### config.mk
export PLATFORM = sky130hd
export DESIGN_NAME = lp805x_schedfs_mc_flat
export DESIGN_NICKNAME = d
export VERILOG_FILES = /design/src/rtl/lp805x_schedfs_mc_if.sv /design/src/rtl/lp805x_schedfs_mc.sv /design/src/flat_wrapper.sv
export SDC_FILE = /design/constraint.sdc
export NUM_CORES = 1
export LEC_CHECK = 0
export BUFFER_PORTS_ARGS = -buffer_cell sky130_fd_sc_hd__buf_2
export CAP_MARGIN = 20
export CORE_MARGIN = 5
export CORE_UTILIZATION = 63
export DETAILED_ROUTE_END_ITERATION = 12
export PLACE_DENSITY = 0.88
export SYNTH_ARGS = -nofsm -noshare
export SYNTH_HDL_FRONTEND = slang
export SYNTH_SLANG_ARGS = --single-unit
### constraint.sdc
create_clock -name clki -period 4 [get_ports clki]
set_input_delay 0.8 -clock clki [delete_from_list [all_inputs] [get_ports clki]]
set_output_delay 0.8 -clock clki [all_outputs]
set_load 0.02 [all_outputs]
### src/rtl/lp805x_schedfs_mc_if.sv
// Bundle between the SFR scaling registers and the scheduler.
// Ports: en_i, factor_i, load_i, [sync_i]; index_o, tick_o, pend_o.
interface lp805x_schedfs_mc_if #(
   parameter int WIDTH    = 8,
   parameter int CHANNELS = 4
);
   logic                      en_i;
   logic [CHANNELS*WIDTH-1:0] factor_i;
   logic [CHANNELS-1:0]       load_i;
`ifdef LP805X_SCHEDFS_SYNC_EN
   logic                      sync_i;
`endif
   logic [CHANNELS*WIDTH-1:0] index_o;
   logic [CHANNELS-1:0]       tick_o;
   logic [CHANNELS-1:0]       pend_o;

`ifdef LP805X_SCHEDFS_SYNC_EN
   modport master (
      output en_i, factor_i, load_i, sync_i,
      input  index_o, tick_o, pend_o
   );
   modport slave (
      input  en_i, factor_i, load_i, sync_i,
      output index_o, tick_o, pend_o
   );
`else
   modport master (
      output en_i, factor_i, load_i,
      input  index_o, tick_o, pend_o
   );
   modport slave (
      input  en_i, factor_i, load_i,
      output index_o, tick_o, pend_o
   );
`endif
endinterface

### src/rtl/lp805x_schedfs_mc.sv
// Multi-channel clock-enable scheduler: one tick per factor+1 cycles.
// Ports: clki, rstn, bus (slave). Option macro: LP805X_SCHEDFS_SYNC_EN.
module lp805x_schedfs_mc #(
   parameter int WIDTH    = 8,
   parameter int CHANNELS = 4
) (
   input logic                  clki,
   input logic                  rstn,
   lp805x_schedfs_mc_if.slave   bus
);
   logic [CHANNELS-1:0][WIDTH-1:0] idx_q;
   logic [CHANNELS-1:0]            tick_q;
   logic [CHANNELS-1:0]            pf_q;
   logic                           sync;

`ifdef LP805X_SCHEDFS_SYNC_EN
   assign sync = bus.sync_i;
`else
   assign sync = 1'b0;
`endif

   assign bus.index_o = idx_q;
   assign bus.tick_o  = tick_q;
   assign bus.pend_o  = pf_q;

   for (genvar k = 0; k < CHANNELS; k++) begin : g_ch
      logic [WIDTH-1:0] act;
      logic [WIDTH-1:0] pnd;
      logic [WIDTH-1:0] fac;
      logic             ld;

      assign fac = bus.factor_i[k*WIDTH +: WIDTH];
      assign ld  = bus.load_i[k];

      always_ff @(posedge clki or negedge rstn) begin
         if (!rstn) begin
            idx_q[k]  <= '0;
            act       <= '0;
            pnd       <= '0;
            pf_q[k]   <= 1'b0;
            tick_q[k] <= 1'b0;
         end else if (sync) begin
            // realign; a same-cycle load beats the pending value
            idx_q[k]  <= '0;
            tick_q[k] <= 1'b0;
            pf_q[k]   <= 1'b0;
            if (ld)
               act <= fac;
            else if (pf_q[k])
               act <= pnd;
         end else if (bus.en_i) begin
            if (idx_q[k] == act) begin
               idx_q[k]  <= '0;
               tick_q[k] <= 1'b1;
               pf_q[k]   <= 1'b0;
               if (ld)
                  act <= fac;
               else if (pf_q[k])
                  act <= pnd;
            end else begin
               idx_q[k]  <= idx_q[k] + WIDTH'(1);
               tick_q[k] <= 1'b0;
               // defer until wrap so the period stays whole
               if (ld) begin
                  pnd     <= fac;
                  pf_q[k] <= 1'b1;
               end
            end
         end else begin
            tick_q[k] <= 1'b0;
            if (ld) begin
               act     <= fac;
               pf_q[k] <= 1'b0;
               if (idx_q[k] > fac)
                  idx_q[k] <= '0;
            end
         end
      end
   end
endmodule

### src/flat_wrapper.sv
// flat-port wrapper written by rule: the top's interface ports become plain ports
module lp805x_schedfs_mc_flat 
#(
   parameter int WIDTH    = 8,
   parameter int CHANNELS = 4
)
  (clki, rstn, bus_en_i, bus_factor_i, bus_load_i, bus_index_o, bus_tick_o, bus_pend_o);
  lp805x_schedfs_mc_if #(.WIDTH(WIDTH), .CHANNELS(CHANNELS)) bus_i ();
  input logic clki;
  input logic rstn;
  input wire logic [$bits(bus_i.en_i)-1:0] bus_en_i;
  input wire logic [$bits(bus_i.factor_i)-1:0] bus_factor_i;
  input wire logic [$bits(bus_i.load_i)-1:0] bus_load_i;
  output wire logic [$bits(bus_i.index_o)-1:0] bus_index_o;
  output wire logic [$bits(bus_i.tick_o)-1:0] bus_tick_o;
  output wire logic [$bits(bus_i.pend_o)-1:0] bus_pend_o;
  assign bus_i.en_i = bus_en_i;
  assign bus_i.factor_i = bus_factor_i;
  assign bus_i.load_i = bus_load_i;
  assign bus_index_o = bus_i.index_o;
  assign bus_tick_o = bus_i.tick_o;
  assign bus_pend_o = bus_i.pend_o;
  lp805x_schedfs_mc #(.WIDTH(WIDTH), .CHANNELS(CHANNELS)) u_core (.clki(clki), .rstn(rstn), .bus(bus_i));
endmodule
==> run metrics <==
Critical Path RT 4.25 ns; vias in the first global route 4,784; Crit. End Element flip-flop; RSZ-0062 raised after global routing false; status finished clean; max cap viols 0; Initial DRT Pass Iterations 4; minimum clock period 2.41 ns; Netlist cell types 42; DIE AREA 0.0115 mm2; GP Congestion 0.859; Post-synth EDFFs 0; Buffers on Ports 78; Num CTS Buffers 9; # placed instances 772; top-area cell type share of the netlist area 43.8%; Area Growth Syn to Fin 11.7%; Hold Vio Cnt, Final 0; post_cts resized 0; Synthesized Nets 654; synthesized instance count 579; CP Launch Point u_core.bus.index_o[13]; Worst R2R Start u_core.bus.index_o[13]; Die Span X 107 um; dpl ws 1.36 ns; via/cell ratio 6.05; worst hold stages 1; Core Region 0.00924 mm2; worst-case vdd ir drop 241 uV; Data arrival, critical path 2.67 ns; clock tree root driver cell clkbuf_8; H-tree depth 3; Critical Path Source Type flip-flop; Primary FF master, synth dfrtp_1; starting density of the core 64.3%; layout cell share with drive strength beyond 1 23.1%; overall power after layout 2.96 mW; largest area contributor in the netlist dfrtp_1; total congestion overflow 0; asr flop ratio synth 100%; total wire length 12,900 um; Ports 79; first-pass GRT wire length 22,100 um; largest net degree at the start of global routing 71; Leakage 3.22 nW; antenna violations before repair 0; clk sinks 104; FP Rows 35; setup TNS 0 ns; routed len/inst 16.4 um; Yosys Warn Count 0; Hold-fix buffers, CTS 0; Seq/Total Area, Yosys 43.8%; Vias 4,764; CP Cell Sequence xnor2_1 -> nand4_1 -> o21ai_2 -> nor2_2 -> mux2_2; Slew Viols, Final 0; Bufs on Longest Clock Path 2; Layout Cells excl Fill 788; type of the worst min-delay path flip-flop to flip-flop; CTS tree built; cell types occupying the most area after synthesis dfrtp_1, ha_1, mux2_2; worst setup path category flip-flop to flip-flop; Clk Latency, worst-skew pair 0.37 ns; final setup margin 1.59 ns; # Post-CTS Setup Buffers 0; Power Dens Cells 445 mW/mm2; Cell Area, Synth 0.00595 mm2; Clock transition at path regs 0.10 ns; path depth of the worst reg2reg path 5; antenna viol nets, final 0; ANT cells 0; chip height 107 um; Avg Inst Size Synth 10.3 um2; nets 729; dpl hpwl 9550 um; clk_skew 0.00941 ns; critical path's slowest cell o21ai_2; Total GRT Usage 23.6%; Final period util 60.3%; initial DRC count 169; Yosys reg bits 104; Max Clock Freq 415 MHz; Worst Path Max Fanout 25; Worst-Margin Slew 0.960 ns; HP Start u_core.g_ch[3].pnd[7]; worst slew margin relative to its limit 36.0%; largest stage delay on the critical path 0.78 ns; Remaining DRCs 0; final setup violation count 0
==> final timing paths <==
check                      slack [ns]                     end
min reg2reg                      0.51   u_core.g_ch[3].pnd[7]
min                              0.51   u_core.g_ch[3].pnd[7]
max reg2reg                      1.59   u_core.g_ch[1].pnd[1]
min in group asynchronous        0.53  u_core.bus.index_o[18]
max                              1.59   u_core.g_ch[1].pnd[1]
max in group asynchronous        2.66   u_core.g_ch[1].pnd[1]
==> sequential cells by signal (all words and copies together) (netlist names) <==
signal              count
u_core.bus.index_o     32
u_core.g_ch.act        32
u_core.g_ch.pnd        32
u_core.bus.pend_o       4
u_core.bus.tick_o       4
==> Yosys cell counts (all sizes together) (6+ instances only) <==
| cell | number |
|---|---|
| buf | 10 |
| nand4 | 16 |
| a31oi | 32 |
| or2 | 6 |
| mux2 | 36 |
| mux2i | 23 |
| a21o | 12 |
| and3 | 11 |
| clkbuf | 9 |
| o21ai | 11 |
| ha | 36 |
| a22o | 7 |
| nor2b | 6 |
| xnor2 | 32 |
| nor3 | 14 |
| nor2 | 37 |
| nand2 | 22 |
| dfrtp | 104 |
| a211oi | 8 |
| o32ai | 7 |
| inv | 35 |
| a21oi | 59 |
| nand2b | 13 |
| nand3 | 9 |
==> where the power goes <==
part / switching [mW] / internal, mW / total, mW
registers: 0.214 / 1.22 / 1.44
logic: 0.445 / 0.402 / 0.847
clock network: 0.365 / 0.309 / 0.674
total: 1.02 / 1.93 / 2.96
==> kinds of logic (layout without fill, tap and decap cells) <==
kind of cell               Yosys count  count (layout)  share of synthesized area [%]
buffers and inverters               55             135                           3.83
xor gates and xnor gates            32              32                           4.71
AOI/OAI and AO/OA                  157             157                           17.3
and+or+nand+nor                    136             136                           11.6
muxes                               59              59                           11.2
DFF                                104             104                           43.8
adders and majority gates           36              36                           7.58
==> placed cells by master (no fill, tap or decap), types with 13 or more instances in the layout <==
cell type	count
nand2b_1	13
nand2_1	22
xnor2_1	32
dfrtp_1	104
a31oi_1	32
inv_1	35
ha_1	36
mux2_2	28
nor2_1	34
buf_2	77
nand4_1	16
mux2i_1	23
a21oi_1	59
==> per-stage QoR <==
| step | hold WS (ns) | utilization [%] | instance area (um2) |
|---|---|---|---|
| floorplan | 0.480 | - | 5950 |
| global route | 0.531 | 71.9 | 6640 |
| finish | 0.513 | 71.9 | 6640 |
| detailed placement | 0.492 | 69.7 | 6440 |
| global placement | 0.488 | 69.7 | 6440 |
| CTS | 0.518 | 71.9 | 6640 |
==> per-layer routing <==
layer | GRT usage (%) | vias up | wire, um | part of all wire [%]
li1 | - | 2276 | - | -
met1 | 30.5 | 2319 | 5510 | 43
met2 | 40.7 | 146 | 6460 | 50
met3 | 3.97 | 23 | 739 | 5.7
met4 | 7.03 | 0 | 232 | 1.8
met5 | 0 | - | 0 | 0
==> area by class of cell <==
class / count / area, um2
Timing Repair Buffer: 83 / 430
Inverter: 36 / 135
Fill cell: 668 / 2600
Sequential cell: 104 / 2600
Tap cell: 129 / 161
Multi-Input combinational cell: 420 / 3120
Clock inverter: 4 / 53.8
Clock buffer: 12 / 145
==> critical path, delay by kind of cell, from the launching register on <==
family | cells | cell delay (ns)
multiplexers | 1 | 0.34
XOR/XNOR | 1 | 0.26
AND/OR/NAND/NOR | 2 | 0.43
flip-flops | 1 | 0.48
AO/OA/AOI/OAI | 1 | 0.78
No activity file was read; power rests on OpenSTA's default activity.
